===== src/rtl/core_pkg.sv =====
// core_pkg
// Shared definitions for the branch prediction slice of the 5-stage core.
//   XLEN              : default PC width
//   SNT/WNT/WT/ST     : 2-bit saturating counter encodings
//   sat_inc2/sat_dec2 : saturating step functions for those counters
package core_pkg;

  localparam int XLEN = 32;

  localparam logic [1:0] SNT = 2'b00;
  localparam logic [1:0] WNT = 2'b01;
  localparam logic [1:0] WT  = 2'b10;
  localparam logic [1:0] ST  = 2'b11;

  function automatic logic [1:0] sat_inc2(input logic [1:0] ctr);
    return (ctr == ST) ? ST : ctr + 2'd1;
  endfunction

  function automatic logic [1:0] sat_dec2(input logic [1:0] ctr);
    return (ctr == SNT) ? SNT : ctr - 2'd1;
  endfunction

endpackage


===== src/rtl/btb_table.sv =====
// btb_table
// Direct-mapped BTB with one 2-bit direction counter per entry.
// The read port (IF side) is combinational; the write port (EX side) updates at
// posedge clk. Reset is asynchronous, active-low, and clears every entry.
// Ports:
//   clk, rstn        : clock and async active-low reset
//   rd_pc            : PC being fetched
//   rd_taken         : entry hits and its counter predicts taken
//   rd_target        : stored target on a hit, else 0
//   wr_en            : live branch resolving in EX this cycle
//   wr_pc            : PC of the resolving instruction
//   wr_taken         : resolved direction
//   wr_target        : resolved target
//   wr_inval         : drop the entry at wr_pc's index (non-branch alias hit)
module btb_table
  import core_pkg::*;
#(
  parameter int ENTRIES = 16,
  parameter int IDX_W   = $clog2(ENTRIES),
  parameter int XLEN    = core_pkg::XLEN
) (
  input  logic            clk,
  input  logic            rstn,
  input  logic [XLEN-1:0] rd_pc,
  output logic            rd_taken,
  output logic [XLEN-1:0] rd_target,
  input  logic            wr_en,
  input  logic [XLEN-1:0] wr_pc,
  input  logic            wr_taken,
  input  logic [XLEN-1:0] wr_target,
  input  logic            wr_inval
);

  localparam int TAG_W = XLEN - IDX_W - 2;

  logic [ENTRIES-1:0] valid_q;
  logic [TAG_W-1:0]   tag_q    [ENTRIES];
  logic [XLEN-1:0]    target_q [ENTRIES];
  logic [1:0]         ctr_q    [ENTRIES];

  logic [IDX_W-1:0] rd_idx;
  logic [TAG_W-1:0] rd_tag;
  logic             rd_hit;
  logic [IDX_W-1:0] wr_idx;
  logic [TAG_W-1:0] wr_tag;
  logic             wr_hit;

  // Instructions are word aligned, so the low two PC bits carry no information.
  logic unused_pc_bits;
  assign unused_pc_bits = ^{rd_pc[1:0], wr_pc[1:0]};

  assign rd_idx = rd_pc[IDX_W+1:2];
  assign rd_tag = rd_pc[XLEN-1:IDX_W+2];
  assign wr_idx = wr_pc[IDX_W+1:2];
  assign wr_tag = wr_pc[XLEN-1:IDX_W+2];

  // Fetch-side lookup reads the stored state directly, so a write to the same
  // index in this cycle only becomes visible on the following cycle.
  always_comb begin
    rd_hit    = valid_q[rd_idx] && (tag_q[rd_idx] == rd_tag);
    rd_taken  = rd_hit && ctr_q[rd_idx][1];
    rd_target = rd_hit ? target_q[rd_idx] : '0;
  end

  assign wr_hit = valid_q[wr_idx] && (tag_q[wr_idx] == wr_tag);

  // Training: a hit nudges the counter toward the outcome and refreshes the
  // target on taken; a taken miss allocates over whatever lived there, starting
  // weakly taken; a not-taken miss leaves the table alone. Invalidation only
  // arrives for non-branches, so it never collides with a branch update.
  always_ff @(posedge clk or negedge rstn) begin
    if (!rstn) begin
      valid_q <= '0;
      for (int i = 0; i < ENTRIES; i++) begin
        tag_q[i]    <= '0;
        target_q[i] <= '0;
        ctr_q[i]    <= WNT;
      end
    end else if (wr_en) begin
      if (wr_hit) begin
        ctr_q[wr_idx] <= wr_taken ? sat_inc2(ctr_q[wr_idx]) : sat_dec2(ctr_q[wr_idx]);
        if (wr_taken) begin
          target_q[wr_idx] <= wr_target;
        end
      end else if (wr_taken) begin
        valid_q[wr_idx]  <= 1'b1;
        tag_q[wr_idx]    <= wr_tag;
        target_q[wr_idx] <= wr_target;
        ctr_q[wr_idx]    <= WT;
      end
    end else if (wr_inval) begin
      valid_q[wr_idx] <= 1'b0;
    end
  end

endmodule


===== src/rtl/branch_predict_ctrl.sv =====
// branch_predict_ctrl
// Dynamic branch prediction controller beside the PC register.
// IF: predicts direction/target for if_pc from the BTB.
// EX: checks the resolved branch against the prediction carried down the pipe,
//     requests a flush with the corrected PC, and trains the BTB.
// Also keeps saturating counts of resolved branches and issued flushes.
// Ports:
//   clk, rstn                     : clock and async active-low reset
//   if_pc                         : PC being fetched
//   pred_taken, pred_target       : IF prediction
//   ex_valid, ex_is_branch, ex_pc : EX instruction qualifiers
//   ex_taken, ex_target           : resolved outcome
//   ex_pred_taken, ex_pred_target : prediction made when it was fetched
//   predict_flush, redirect_pc    : squash IF/ID and restart at redirect_pc
//   branch_cnt, mispredict_cnt    : statistics
module branch_predict_ctrl
  import core_pkg::*;
#(
  parameter int ENTRIES = 16,
  parameter int IDX_W   = $clog2(ENTRIES),
  parameter int XLEN    = core_pkg::XLEN
) (
  input  logic            clk,
  input  logic            rstn,
  input  logic [XLEN-1:0] if_pc,
  output logic            pred_taken,
  output logic [XLEN-1:0] pred_target,
  input  logic            ex_valid,
  input  logic            ex_is_branch,
  input  logic [XLEN-1:0] ex_pc,
  input  logic            ex_taken,
  input  logic [XLEN-1:0] ex_target,
  input  logic            ex_pred_taken,
  input  logic [XLEN-1:0] ex_pred_target,
  output logic            predict_flush,
  output logic [XLEN-1:0] redirect_pc,
  output logic [31:0]     branch_cnt,
  output logic [31:0]     mispredict_cnt
);

  logic ex_branch;
  logic dir_miss;
  logic tgt_miss;
  logic alias_hit;
  logic flush_raw;

  btb_table #(
    .ENTRIES (ENTRIES),
    .IDX_W   (IDX_W),
    .XLEN    (XLEN)
  ) u_btb (
    .clk       (clk),
    .rstn      (rstn),
    .rd_pc     (if_pc),
    .rd_taken  (pred_taken),
    .rd_target (pred_target),
    .wr_en     (ex_branch),
    .wr_pc     (ex_pc),
    .wr_taken  (ex_taken),
    .wr_target (ex_target),
    .wr_inval  (alias_hit)
  );

  // Three ways a prediction can be wrong: wrong direction, right direction but
  // wrong target, or a non-branch that fetched as a predicted-taken branch
  // because it aliased onto a BTB entry. Flush is held off while in reset.
  always_comb begin
    ex_branch = ex_valid && ex_is_branch;
    dir_miss  = ex_branch && (ex_taken != ex_pred_taken);
    tgt_miss  = ex_branch && ex_taken && ex_pred_taken && (ex_target != ex_pred_target);
    alias_hit = ex_valid && !ex_is_branch && ex_pred_taken;
    flush_raw = dir_miss || tgt_miss || alias_hit;

    predict_flush = rstn && flush_raw;
    redirect_pc   = '0;
    if (predict_flush) begin
      redirect_pc = (ex_is_branch && ex_taken) ? ex_target
                                               : ex_pc + {{(XLEN-3){1'b0}}, 3'd4};
    end
  end

  // Statistics stick at all-ones rather than wrapping back to zero.
  always_ff @(posedge clk or negedge rstn) begin
    if (!rstn) begin
      branch_cnt     <= '0;
      mispredict_cnt <= '0;
    end else begin
      if (ex_branch && (branch_cnt != '1)) begin
        branch_cnt <= branch_cnt + 32'd1;
      end
      if (predict_flush && (mispredict_cnt != '1)) begin
        mispredict_cnt <= mispredict_cnt + 32'd1;
      end
    end
  end

endmodule

===== config.mk =====
export PLATFORM = sky130hd
export DESIGN_NAME = branch_predict_ctrl
export DESIGN_NICKNAME = d
export VERILOG_FILES = /design/src/rtl/core_pkg.sv /design/src/rtl/btb_table.sv /design/src/rtl/branch_predict_ctrl.sv
export SDC_FILE = /design/constraint.sdc
export NUM_CORES = 2
export LEC_CHECK = 0
export BUFFER_PORTS_ARGS = -buffer_cell sky130_fd_sc_hd__buf_4
export CORE_ASPECT_RATIO = 1.5
export CORE_MARGIN = 3
export CORE_UTILIZATION = 50
export CTS_BUF_LIST = sky130_fd_sc_hd__clkbuf_8
export DETAILED_ROUTE_END_ITERATION = 7
export GPL_TIMING_DRIVEN = 0
export PLACE_DENSITY = 0.67
export SLEW_MARGIN = 20
export SYNTH_ARGS = -nofsm -noshare
export SYNTH_HDL_FRONTEND = slang
export SYNTH_HIERARCHICAL = 1
export SYNTH_SLANG_ARGS = --single-unit

===== constraint.sdc =====
create_clock -name clk -period 6.3 [get_ports clk]
set_input_delay 1.26 -clock clk [delete_from_list [all_inputs] [get_ports clk]]
set_output_delay 1.26 -clock clk [all_outputs]
set_load 0.05 [all_outputs]

==> results <==
- The number of nets produced by synthesis is between 3000 and 4000.
- The worst hold path belongs to the class input pin to asynchronous set/reset pin.
- In this run the tightest slew margin relative to its limit is between 10% and 20%.
- In this design, the stage delay of the slowest critical-path cell is around 700 ps.
- The aggregate routed wire length is 183.7 mm.
- The routed wire length per instance is between 30 and 40 um.
- The number of filler instances in the final layout is 8736.
- For this configuration, the core starts out at a cell density of between 50% and 60%.
- The cell sitting at the root of the clock tree is a sky130_fd_sc_hd__clkbuf_8.
- The final-report hold violation count is 0.
- Along the worst path, the maximum fanout reaches 10.
- Synthesis produced a netlist whose cell count is around 3700.
- For this design, the CTS-stage hold fixing added 0 buffers.
- Detailed routing inserted a total of around 36000 vias.
- The post-layout worst setup margin is -6.111 ps.
- The number of clock sinks is 1040.
- For this run, the leading register cell type out of synthesis is sky130_fd_sc_hd__dfrtp_1.
- The cell accounting for the most synthesized area is sky130_fd_sc_hd__dfrtp_1.
- The worst setup path is of the input pin to primary output kind.
- The flip-flop and latch count after synthesis is 1040.
- The post-layout utilization of the core is a little under 60%.
- The number of max-slew violations in the final report was 0.
- With fillers left out, the area of the finished cells amounts to between 0.06 and 0.07 mm^2.
- In this run the core area contains around 150 standard-cell rows.
- The number of warnings issued by yosys is 6.
- The maximum clock insertion buffer count is 3.
- The analysis attributes to cell leakage a power of 28.18 nW.
- Across all hold checks on the routed design, the worst slack comes to ~240 ps.
- The CTS tree is done.
- The clock arrives with 41.58 ps of skew.
- The worst IR drop on VDD is about 0.21 mV.
- In this run, synthesis inferred 0 flip-flops with an integrated enable.
- The most frequent cell after synthesis is sky130_fd_sc_hd__dfrtp_1.
- Net switching is between 20% and 30% of the power.
- The area occupied by multi-input gates is 0.02667 mm^2.
- Static timing analysis puts the maximum clock frequency at ~160 MHz.
- The critical path arrival is around 5100 ps.
- The final setup violation count is 1.
- At the worst endpoint, the required time is around 5000 ps.
- The die area is 0.1128 mm^2.
- The worst setup path is captured at a primary output.
- The clock tree synthesis step divided the H-tree into 4 levels.
- The async set-or-reset flop fraction in the synthesized netlist is 100.0%.
- The horizontal die dimension is ~280 um.
- The placement-stage cell area is 0.05835 mm^2.
- The share of total power in combinational logic is about a fifth.
- The fraction of final layout cells sized beyond drive strength 1 is between 40 and 50%.
- The wire length of the first global-routing pass is 262.9 mm.
- Adding up every negative setup slack in the final design gives -6.111 ps.
- The net switching component of the power is between 4 and 5 mW.
- Of the total power, the clock network draws around 34%.
- The internal portion of the total power is 12.49 mW.
- The total congestion overflow after global routing is 0.
- At the later pin of the worst-skew pair, clock insertion delay measures 890 ps.
- Across the run, the number of max-cap violations was 0.
- The number of antenna violations at the first check in global routing is 8.
- The synthesized netlist occupies a cell area of 0.05436 mm^2.
- The number of port buffers is between 200 and 300.
- The core region is around 0.11 mm^2.
- The number of DRC markers after the initial detailed-route iteration is approximately 3400.
- The via count of the first global-routing pass is 37790.
- The minimum clock period is between 6000 and 7000 ps.
- Detailed placement finished with a half-perimeter wire length of 130.2 mm.
- Ranked by total cell area, the synthesized netlist is headed by sky130_fd_sc_hd__dfrtp_1 (47%), sky130_fd_sc_hd__mux4_2 (16%), sky130_fd_sc_hd__mux2_2 (15%), sky130_fd_sc_hd__mux2_4 (6.3%), sky130_fd_sc_hd__mux2i_1 (1.9%).
- At the pin with the least slew margin, the transition time is approximately 1200 ps.
- The pre-antenna-repair detailed-routing pass consisted of 6 iterations.
- The register area share after synthesis is between 40% and 50%.
- The final weighted congestion in routability-driven placement is a little under 1.
- The largest individual stage delay along the critical path comes from the cell sky130_fd_sc_hd__clkbuf_1.
- The commonest cells after synthesis are sky130_fd_sc_hd__dfrtp_1 (1024), sky130_fd_sc_hd__mux2_2 (712), sky130_fd_sc_hd__mux4_2 (384), sky130_fd_sc_hd__mux2_4 (229), sky130_fd_sc_hd__clkbuf_1 (186).
- Entering global routing, the biggest net connects ~150 pins.
- The synthesized netlist contains 75 unique library cells.
- approximately 260 I/O pins were placed.
- A synthesized cell averages 14.79 um^2.
- The sequential cells in the finished layout cover a total of approximately 0.026 mm^2.
- The signal on the critical path passes through clkbuf_2 -> buf_2 -> buf_4 -> clkbuf_2 -> clkbuf_1 -> mux4_2 -> mux4_2 -> nor2b_1 -> buf_4.
- The number of nets with antenna violations after routing is 0.
- From bottom edge to top edge, the die measures around 410 um.
- The checks that failed: negative setup slack.
- Global routing used between 30 and 40% of the available tracks across all layers.
- The fraction of post-synthesis cell area in the top cell type by area is approximately 47%.
- The run finished, with violations left.
- In the routed design, unresolved DRC markers number 0.
- The sequential fraction of design power is between 40% and 50%.
- In this run the power density over the cells is ~280 mW/mm^2.
- After layout, the worst path uses 100.1% of the clock period.
- The layout overhead on the synthesized area is 14.33%.
- The net count of the finished layout is between 4000 and 5000.
- Clock-pin slew was measured on the worst setup and hold paths at roughly 60 ps.
- The total CTS buffers is 163.
- The vias per cell is approximately 6.4.
- The launching element type of the critical path is an input pin.
[cell families (layout without fill, tap and decap cells)]
| kind of cell | Yosys count | after routing | share of synthesized area [%] |
|---|---|---|---|
| DFF | 1040 | 1040 | 47.91 |
| buffers and inverters | 371 | 928 | 3.287 |
| xor gates and xnor gates | 164 | 164 | 2.642 |
| adders and majority gates | 5 | 5 | 0.1059 |
| and+or+nand+nor | 474 | 474 | 4.633 |
| muxes | 1426 | 1426 | 38.84 |
| other | 0 | 7 | 0 |
| AOI/OAI and AO/OA | 197 | 197 | 2.585 |
[cell type report]
class | count | area share, %
clock buffers | 205 | 4.539
inverters | 45 | 0.2718
flip-flops and latches | 1040 | 41.90
multi-input cells | 2266 | 42.91
well taps | 1415 | 2.848
repair buffers | 272 | 3.650
plain buffers | 326 | 3.032
clock inverters | 80 | 0.8173
diodes | 7 | 0.02818
[worst paths after layout]
check,from,to,slack [ps],cells after the start
min,rstn,branch_cnt[12],240,1
max in group asynchronous,rstn,u_btb/tag_q[369],3470,5
max,if_pc[4],pred_target[29],-6,9
min reg2reg,u_btb/ctr_q[10],u_btb/ctr_q[10],470,2
max reg2reg,u_btb/tag_q[198],u_btb/tag_q[165],1710,11
min in group clk,u_btb/ctr_q[10],u_btb/ctr_q[10],470,2
[registers in the layout, indices dropped and copies added, names as in the netlist, named ones only]
register and cells:
branch_cnt 32, mispredict_cnt 32, u_btb/ctr_q 32, u_btb/tag_q 416
u_btb/target_q 512
[cells in the final DEF (no fill, tap or decap), types with 13 or more instances in the layout]
cell and n:
sky130_fd_sc_hd__buf_6 47, sky130_fd_sc_hd__nor4_1 19, sky130_fd_sc_hd__mux4_2 384, sky130_fd_sc_hd__nand2_1 75, sky130_fd_sc_hd__clkbuf_1 153, sky130_fd_sc_hd__dfrtp_1 1024
sky130_fd_sc_hd__mux2_2 712, sky130_fd_sc_hd__buf_2 48, sky130_fd_sc_hd__o21ai_0 30, sky130_fd_sc_hd__mux2_4 229, sky130_fd_sc_hd__mux2i_1 101, sky130_fd_sc_hd__inv_1 91
sky130_fd_sc_hd__a211oi_1 23, sky130_fd_sc_hd__dfstp_2 16, sky130_fd_sc_hd__nor2_1 98, sky130_fd_sc_hd__clkinv_2 13, sky130_fd_sc_hd__a2bb2oi_1 17, sky130_fd_sc_hd__nand3_1 59
sky130_fd_sc_hd__nand2b_1 29, sky130_fd_sc_hd__buf_1 16, sky130_fd_sc_hd__and2_1 22, sky130_fd_sc_hd__clkbuf_2 22, sky130_fd_sc_hd__o22ai_1 22, sky130_fd_sc_hd__buf_4 281
sky130_fd_sc_hd__nor2b_1 41, sky130_fd_sc_hd__a21oi_1 24, sky130_fd_sc_hd__nor3_1 32, sky130_fd_sc_hd__nand4_1 39, sky130_fd_sc_hd__clkbuf_8 209, sky130_fd_sc_hd__xnor2_1 65
sky130_fd_sc_hd__a22oi_1 25, sky130_fd_sc_hd__xor2_1 97
[worst max-delay path, delay by kind of cell]
kind / cells / cell delay, ps
buf+inv: 6 / 2600
mux: 2 / 990
simple gates: 1 / 170
[power groups by stage]
stage,clock network (mW),registers (mW),logic (mW)
after floorplan,0,8.22,2.15
after global placement,0,8.26,3.21
after detailed placement,0,8.30,3.29
after CTS,6.03,8.19,3.32
after global routing,6.32,8.31,3.51
final,5.91,8.21,3.35
[metal layers]
layer,vias to the layer above,global-route usage [%],routed length [um]
met5,-,0,32
met4,6,19.60,12580
met3,579,8.475,14980
met2,1765,53.04,88980
met1,19075,39.10,67160
li1,14680,-,-
[stage by stage]
step                      total power, mW  cells  setup slack (ps)
after floorplan                     10.37   3677             29.26
after CTS                           17.54   5647             5.286
final                               17.47   5656            -6.111
after global routing                18.13   5651            -18.15
after global placement              11.48   5349            -10540
after detailed placement            11.59   5357             -2575
[timing repair]
action	in CTS	in global routing
setup endpoints to repair	33	31
buffers inserted	5	2
pin swaps	4	2
resized for setup	107	29
Power figures use the tool's default switching activity.
